[config.mk]
export PLATFORM = sky130hd
export DESIGN_NAME = vxe_intr_coal
export DESIGN_NICKNAME = d
export VERILOG_FILES = /design/src/rtl/vxe_intr_coal_pkg.sv /design/src/rtl/vxe_intr_popcnt.sv /design/src/rtl/vxe_intr_coal.sv
export SDC_FILE = /design/constraint.sdc
export NUM_CORES = 1
export LEC_CHECK = 0
export ABC_AREA = 0
export ABC_CLOCK_PERIOD_IN_PS = 4050
export CAP_MARGIN = 5
export CORE_MARGIN = 3
export CORE_UTILIZATION = 45
export DETAILED_ROUTE_END_ITERATION = 8
export PLACE_DENSITY = 0.85
export SLEW_MARGIN = 40
export SYNTH_ARGS = -nofsm -noshare
export SYNTH_HDL_FRONTEND = slang
export SYNTH_SLANG_ARGS = --single-unit
[constraint.sdc]
create_clock -name clk -period 4.05 [get_ports clk]
set_input_delay 1.0125 -clock clk [delete_from_list [all_inputs] [get_ports clk]]
set_output_delay 1.0125 -clock clk [all_outputs]
set_load 0.05 [all_outputs]
[src/rtl/vxe_intr_coal_pkg.sv]
// Shared definitions for the VxE interrupt coalescer: FSM encodings and default widths.
package vxe_intr_coal_pkg;

  localparam int CW_DEF = 8;
  localparam int TW_DEF = 16;

  typedef enum logic {
    ST_IDLE  = 1'b0,
    ST_ACCUM = 1'b1
  } coal_state_e;

endpackage

[src/rtl/vxe_intr_popcnt.sv]
// Combinational popcount of the per-source valid bits; zero latency, no backpressure.
module vxe_intr_popcnt #(
  parameter int N  = 4,
  parameter int CW = 8
) (
  input  logic [N-1:0]  vld,
  output logic [CW-1:0] cnt
);

  always_comb begin
    cnt = '0;
    for (int i = 0; i < N; i++) begin
      cnt = cnt + CW'(vld[i]);
    end
  end

endmodule

[src/rtl/vxe_intr_coal.sv]
// Interrupt coalescer: merges source vectors, emits on threshold/timeout/urgent/flush.
// Registered output one cycle after the emit edge; events are never backpressured.
module vxe_intr_coal
  import vxe_intr_coal_pkg::*;
#(
  parameter int NR_SRC = 4,
  parameter int NR_INT = 4,
  parameter int CW     = CW_DEF,
  parameter int TW     = TW_DEF
) (
  input  logic                     clk,
  input  logic                     nrst,
  input  logic [NR_SRC-1:0]        i_src_vld,
  input  logic [NR_SRC*NR_INT-1:0] i_src_intr,
  input  logic                     i_cfg_en,
  input  logic [CW-1:0]            i_cfg_thr,
  input  logic [TW-1:0]            i_cfg_tmo,
  input  logic [NR_INT-1:0]        i_cfg_urg,
  input  logic                     i_flush,
  output logic                     o_intr_vld,
  output logic [NR_INT-1:0]        o_intr,
  output logic [NR_INT-1:0]        o_pend,
  output logic                     o_busy
);

  coal_state_e       state, state_d;
  logic [NR_INT-1:0] acc, acc_d, acc_next, in_vec;
  logic [CW-1:0]     cnt, cnt_d, cnt_next, in_cnt;
  logic [CW:0]       cnt_sum;
  logic [TW-1:0]     tmr, tmr_d;
  logic [TW:0]       tmr_inc;
  logic              emit;

  vxe_intr_popcnt #(.N(NR_SRC), .CW(CW)) u_popcnt (
    .vld (i_src_vld),
    .cnt (in_cnt)
  );

  always_comb begin
    in_vec = '0;
    for (int k = 0; k < NR_SRC; k++) begin
      if (i_src_vld[k]) in_vec = in_vec | i_src_intr[k*NR_INT +: NR_INT];
    end
  end

  // Merge happens before the emit decision so events on the emit edge ride along.
  always_comb begin
    acc_next = ((state == ST_ACCUM) ? acc : '0) | in_vec;
    cnt_sum  = {1'b0, ((state == ST_ACCUM) ? cnt : '0)} + {1'b0, in_cnt};
    cnt_next = cnt_sum[CW] ? '1 : cnt_sum[CW-1:0];
    tmr_inc  = {1'b0, tmr} + {{TW{1'b0}}, 1'b1};
    emit = (!i_cfg_en && ((in_cnt != '0) || (acc != '0)))
        || ((cnt_next >= i_cfg_thr) && (cnt_next != '0))
        || ((acc_next & i_cfg_urg) != '0)
        || ((i_cfg_tmo != '0) && (state == ST_ACCUM) && (tmr_inc >= {1'b0, i_cfg_tmo}))
        || (i_flush && (acc_next != '0));
  end

  always_comb begin
    state_d = state;
    acc_d   = acc;
    cnt_d   = cnt;
    tmr_d   = tmr;
    if (emit) begin
      state_d = ST_IDLE;
      acc_d   = '0;
      cnt_d   = '0;
      tmr_d   = '0;
    end else begin
      case (state)
        ST_IDLE: begin
          if (in_cnt != '0) begin
            state_d = ST_ACCUM;
            acc_d   = acc_next;
            cnt_d   = cnt_next;
            tmr_d   = '0;
          end
        end
        ST_ACCUM: begin
          acc_d = acc_next;
          cnt_d = cnt_next;
          tmr_d = tmr_inc[TW] ? tmr : tmr_inc[TW-1:0];
        end
        default: state_d = ST_IDLE;
      endcase
    end
  end

  always_ff @(posedge clk or negedge nrst) begin
    if (!nrst) begin
      state      <= ST_IDLE;
      acc        <= '0;
      cnt        <= '0;
      tmr        <= '0;
      o_intr_vld <= 1'b0;
      o_intr     <= '0;
    end else begin
      state      <= state_d;
      acc        <= acc_d;
      cnt        <= cnt_d;
      tmr        <= tmr_d;
      o_intr_vld <= emit;
      if (emit) o_intr <= acc_next;
    end
  end

  assign o_pend = acc;
  assign o_busy = (state == ST_ACCUM);

endmodule

Yosys cells after proc, flatten, opt, wreduce, memory -nomap -nowiden
Index checks and enable logic that the tools add are counted.
W data, S select, Z words.

operators by class
  bitwise gates (word level) = 6
  multiplexer cells = 20
  add/subtract/negate cells = 5
  equality and inequality tests = 2
  $mul = 0
  reductions and logical operators = 18
  shift-type cells = 0
  divide/modulo/power cells = 0
  order comparisons = 2

operators by type and width
  operator                 count
  $mux W16                 3
  $mux W8                  4
  $pmux W16 S2             1
  $mux W4                  7
  $add A16 B1 Y17 const B  1
  $ge A17 B16 Y1           1
  $add A8 B1 Y8            2
  $or A4 B4 Y4             4
  $pmux W8 S2              1
  $reduce_bool A16 Y1      1
  $reduce_bool A8 Y1       2
  $reduce_bool A4 Y1       3
  $add A8 B8 Y9            1
  $ge A8 B8 Y1             1
  $pmux W4 S2              1
  $logic_and A1 B1 Y1      5
  $logic_or A1 B1 Y1       5
  $and A4 B4 Y4            1
  $mux W1                  3
  $ne A3 B2 Y1 const B     1
  $ne A3 B3 Y1 const B     1
  $add A1 B1 Y2            1
  $reduce_and A2 Y1        1
  $logic_not A1 Y1         1
  $not A1 Y1               1

word-level totals
  ROM bits = 0
  flip-flop bits (word level) = 34
  input bits = 52
  memory bits (writable) = 0
  memories kept = 0
  word-level logic and storage cells = 59
  latch bits = 0
  output and inout bits = 10

Longest topological paths before layout
  word-level depth = 15
  gate-level depth with buffers = 20
  mapped depth without buffers = 18

Hierarchy
A second synthesis with hierarchy kept.

unflattened totals
  cells, all modules = 356
  area, all modules = 3050.4 µm²

modules (own cells, without submodules)
  module           times used  area each (µm²)  sequential area each (µm²)  cells each
  vxe_intr_coal    1           2964.1           850.8                       347
  vxe_intr_popcnt  1           86.3             0.0                         9

Worst setup path before layout
Ideal clock, no wire load.

  path kind = input to register
  start = input port i_src_vld[0]
  end = register cnt[1]
  library setup time = 96 ps
  path buffers = 2
  arrival time = 4766 ps
  required time = 3954 ps
  stages = 20
  setup slack = -812 ps
  cells stage by stage = ha_1 -> inv_1 -> fa_1 -> inv_1 -> ha_1 -> inv_1 -> fa_1 -> nor2b_2 -> o21bai_2 -> or3_1 -> clkbuf_1 -> nand2_1 -> ha_1 -> a21o_1 -> a211o_1 -> o2111ai_1 -> o2bb2ai_1 -> o211ai_4 -> buf_6 -> a311oi_2

on the way
  longest elaborated chain between the ends = 14
  elaborated cells on any way between the ends = 31
  those cells by class = add/sub: 4; order compare: 1; eq/ne: 1; mux: 8; bitwise: 5; reduce/logical: 12

ends and longest elaborated chain
  element                                                                 line                  RTL
  from (decl)                                                             vxe_intr_coal.sv:13   input logic [NR_SRC-1:0] i_src_vld,
  parallel branches: the longest is 14 deep, another holds $add A8 B8 Y9  -
  to (signal assigned)                                                    vxe_intr_coal.sv:100  cnt <= cnt_d;
  to (decl)                                                               vxe_intr_coal.sv:28   logic [CW-1:0] cnt, cnt_d, cnt_next, in_cnt;

Parallel ways; which one is timed is not known. The select of a mux whose other input is x is not followed.
A chain may end at the register's enable or synchronous reset.

Final worst setup path
  start = input port i_src_vld[1]
  end = register cnt[7]

on the way
  longest elaborated chain between the ends = 12
  elaborated cells on any way between the ends = 29
  those cells by class = add/sub: 4; order compare: 1; eq/ne: 1; mux: 7; bitwise: 4; reduce/logical: 12

ends and longest elaborated chain
  element                                                          line                                        RTL
  $add A1 B1 Y2 / $mux W4 (equally long branches)                  vxe_intr_popcnt.sv:13, vxe_intr_coal.sv:42
  $add A8 B1 Y8 / $or A4 B4 Y4 (equally long branches)             vxe_intr_popcnt.sv:13, vxe_intr_coal.sv:42
  $add A8 B1 Y8 / $mux W4 (equally long branches)                  vxe_intr_popcnt.sv:13, vxe_intr_coal.sv:42
  $add A8 B8 Y9 / $or A4 B4 Y4 (equally long branches)             vxe_intr_coal.sv:49, vxe_intr_coal.sv:42
  $mux W8 / $mux W4 (equally long branches)                        vxe_intr_coal.sv:50, vxe_intr_coal.sv:42
  $ge A8 B8 Y1, or another cell as far along                       vxe_intr_coal.sv:53                         || ((cnt_next >= i_cfg_thr) && (cnt_next != '0))
  $logic_and A1 B1 Y1 / $and A4 B4 Y4 (equally long branches)      vxe_intr_coal.sv:53, vxe_intr_coal.sv:54
  $logic_or A1 B1 Y1 / $reduce_bool A4 Y1 (equally long branches)  vxe_intr_coal.sv:53, vxe_intr_coal.sv:54
  $logic_or A1 B1 Y1                                               vxe_intr_coal.sv:54                         || ((acc_next & i_cfg_urg) != '0)
  $logic_or A1 B1 Y1                                               vxe_intr_coal.sv:55                         || ((i_cfg_tmo != '0) && (state == ST_ACCUM) && (tmr_inc >= {1'b0, i_cfg_tmo}))
  $logic_or A1 B1 Y1                                               vxe_intr_coal.sv:56                         || (i_flush && (acc_next != '0));
  $ne A3 B3 Y1 (no line) / $mux W8 (equally long branches)         -

Several ways; a longest one is shown, not always the timed one. The select of a mux whose other input is x is not followed.

==> impl_metrics.json <==
{
  "io_buffers": 61,
  "cp.required_ns": 4.27,
  "startpoint": "i_src_vld[1]",
  "ys_async_sr_fraction_pct": 100,
  "yosys_warnings": 0,
  "die_y_um": 86.5,
  "dp_slack_ns": -1.26,
  "cts_tree": "built",
  "wl_met2_um": 4080,
  "synth_top_family_by_area": "simple AND/OR/NAND/NOR gates",
  "syn_nets": 428,
  "worst_skew_pair.late_latency_ns": 0.29,
  "grt_pass1_wl_um": 13600,
  "maxCapViolCount": 0,
  "tightest_slew_ns": 0.602,
  "cts-root-buf": "clkbuf_8",
  "period_needed_ns": 4.46,
  "grt_overflow": 0,
  "r2r_start": "tmr[0]$_DFFE_PN0P_",
  "hold_buffers": 0,
  "grt_util_all_layers_pct": 22.6,
  "grt_pass1_vias": 3028,
  "regToRegEndpoint": "o_intr[2]$_DFFE_PN0N_",
  "drive_above_1_share_pct": 20.3,
  "clockBufferDepth": 2,
  "design_area_um2": 4100,
  "synth_seq_cells": 34,
  "failed_checks": "negative setup slack",
  "finClkSkew_ns": 0.00773,
  "numCtsBuffers": 5,
  "pin_count": 62,
  "rsz0062_at_grt": "true",
  "rows": 28,
  "syn_area_um2": 2920,
  "cp_data_arrival_time_ns": 4.68,
  "drc": 0,
  "critPathCaptureType": "flip-flop",
  "fmax_mhz": 224,
  "hold_path_end": "o_intr[1]$_DFFE_PN0N_",
  "rr_worst_depth": 14,
  "core_area_um2": 6100,
  "initial_core_util_pct": 47.8,
  "path_class": "in -> reg",
  "finalCritPeriodShare_pct": 110,
  "hp-start": "o_intr[1]$_DFFE_PN0N_",
  "hpwl_um": 6130,
  "post_dp_cell_area_um2": 3860,
  "synth_edf_count": 0,
  "syn_inst": 344,
  "detail-route-antenna-nets": 0,
  "dieArea_um2": 7480,
  "power.density_nw_per_um2": 217,
  "drt_iter0_drc": 155,
  "clock_sinks": 34,
  "worst-path-max-fanout": 7,
  "r2r_setup_slack_ns": 0.31,
  "synth_area_per_cell_um2": 8.48,
  "synth_compound_area_share_pct": 21.6,
  "vias_per_cell": 5.82,
  "routabilityCongestion": 0.910,
  "antenna_cells": 0,
  "seq_area_frac_synth_pct": 29.2,
  "slew_headroom_pct": 59.6,
  "hold_class": "reg -> reg",
  "synthSimpleGateAreaFrac_pct": 21.7,
  "timing_hold_violations_final": 0,
  "worst_slack_ns": -0.408,
  "grt_start_max_net_pins": 35,
  "cts_max_level": 2,
  "synth_top_cell_area_share_pct": 29.2,
  "holdPathStages": 1,
  "dr.pass1.iters": 5,
  "synthTopCellsByArea": "dfrtp_1, ha_1, nor2_1",
  "antenna_found_initial": 0,
  "synthAdderAreaFrac_pct": 14.2,
  "yosys.area_share.xor_xnor_pct": 5.11,
  "synth_top_area_cell": "dfrtp_1",
  "static-leakage-power_uw": 0.00197,
  "status": "complete, but fails checks",
  "synth.area.mux_share_pct": 1.84,
  "highest_layer": "met4",
  "via_count": 2991,
  "slew_violations": 0,
  "setup_violations": 34,
  "m1WireLength_um": 3290,
  "wl_per_cell_um": 16.1,
  "fp.dieW_um": 86.5,
  "vdd_drop_max_mv": 0.158,
  "fin_nets": 524,
  "synthFlopType": "dfrtp_1",
  "path_clk_slew_ns": 0.07,
  "wirelength_um": 8260,
  "area_delta_synth_final_pct": 40.5,
  "met3_length_um": 638,
  "synth_cell_types": 54,
  "start_kind": "input pin"
}
[cells in the final DEF (no fill, tap or decap), types with 3 or more instances in the layout]
cell	netlist	routed
a21oi_1	27	21
a211oi_2	3	3
ha_1	30	25
o21a_1	3	3
a21o_1	6	6
inv_1	35	30
and4_1	3	3
nand3_1	9	9
o21ai_0	13	13
buf_4	0	36
dfrtp_1	34	34
nand2_1	27	26
nor4_1	7	7
a22oi_1	8	8
xor2_1	9	9
o211a_1	3	3
a222oi_1	4	4
inv_2	0	5
xnor2_1	8	8
ha_4	0	5
nor3b_1	3	3
nand4_1	4	4
a31oi_1	3	3
a21oi_2	0	6
and2_1	3	3
or3_1	5	4
clkdlybuf4s50_1	0	57
and3_1	6	6
clkbuf_8	0	6
buf_6	1	5
nor2_1	42	42
nor3_2	4	4
[flip-flops by register name, summed over array words and instances (netlist names)]
register,count
cnt,8
o_busy,1
o_intr,4
o_intr_vld,1
o_pend,4
tmr,16
[cells in the mapped netlist (all sizes together), types with 4 or more instances]
cell type / count
nand3: 9
buf: 6
or3: 5
xor2: 9
nor4: 8
ha: 30
and3: 6
nor2: 42
nand2: 27
a22oi: 8
a21oi: 27
inv: 35
a21o: 6
xnor2: 8
clkbuf: 5
a222oi: 4
nor3: 5
dfrtp: 34
a211oi: 4
o21ai: 14
nand4: 4
[critical path: stages]
cell and delay [ns]:
buf_6 0.10, ha_4 0.22, inv_2 0.05, fa_2 0.44, inv_2 0.08, ha_4 0.12
inv_2 0.04, fa_2 0.42, nor2b_4 0.17, o21bai_4 0.09, o31a_1 0.30, ha_1 0.27
nand2b_4 0.13, a21o_1 0.15, a211o_1 0.26, o2111ai_2 0.08, o2bb2ai_2 0.16, o211ai_4 0.16
buf_6 0.21, buf_4 0.13, nor2_1 0.09
[through the flow]
step | hold WS (ns) | TNS (ns) | utilization [%] | total power (uW) | instances
floorplan | 0.533 | -19.19 | - | 503 | 344
global placement | 0.500 | -36.19 | 63.3 | 614 | 498
detailed placement | 0.505 | -40.22 | 63.3 | 622 | 498
CTS | 0.519 | -10.27 | 66.7 | 881 | 513
global route | 0.538 | -17.05 | 67.2 | 928 | 514
finish | 0.516 | -11.22 | 67.2 | 889 | 514
[final cells by class]
type	count	area (um^2)
Tap cell	75	93.8
Multi-Input combinational cell	264	2030
Inverter	35	131
Fill cell	471	2000
Sequential cell	34	851
Clock buffer	6	82.6
Timing Repair Buffer	100	915
[power breakdown]
group / switching [uW] / leakage (uW) / total (uW) / internal [uW]
combinational: 150 / 0.00147 / 288 / 139
clock: 118 / 0.0000431 / 249 / 131
sequential: 4.97 / 0.000456 / 351 / 346
[per-layer routing]
layer / vias to the layer above / track usage, %
li1: 1432 / -
met1: 1401 / 26.5
met2: 133 / 39.5
met3: 25 / 4.56
met4: 0 / 10.3
met5: - / 0
[timing repair]
| item | 4_1_cts | 5_1_grt |
|---|---|---|
| buffers inserted | 9 | 1 |
| resized for setup | 27 | 4 |
| pin swaps | 15 | 9 |
| endpoints found under the hold margin | 0 | 0 |
| endpoints found under the setup margin | 34 | 34 |
| cloned | 0 | 0 |
[how the worst max path moves through the flow]
stage                                       end  slack, ns
after floorplan           o_intr[1]$_DFFE_PN0N_      -0.64
after global placement       cnt[1]$_DFFE_PN0P_      -1.14
after detailed placement     cnt[3]$_DFFE_PN0P_      -1.26
after CTS                    cnt[1]$_DFFE_PN0P_      -0.42
after global routing         cnt[1]$_DFFE_PN0P_      -0.58
final                        cnt[7]$_DFFE_PN0P_      -0.41
[cell families (layout without fill, tap and decap cells)]
group | after synthesis | count (layout)
AND/OR/NAND/NOR | 122 | 122
flip-flops | 34 | 34
XOR/XNOR | 17 | 17
buffers and inverters | 46 | 141
adder cells (fa/ha/maj) | 32 | 32
multiplexers | 5 | 5
AO/OA/AOI/OAI | 88 | 88
Power figures use the tool's default switching activity.
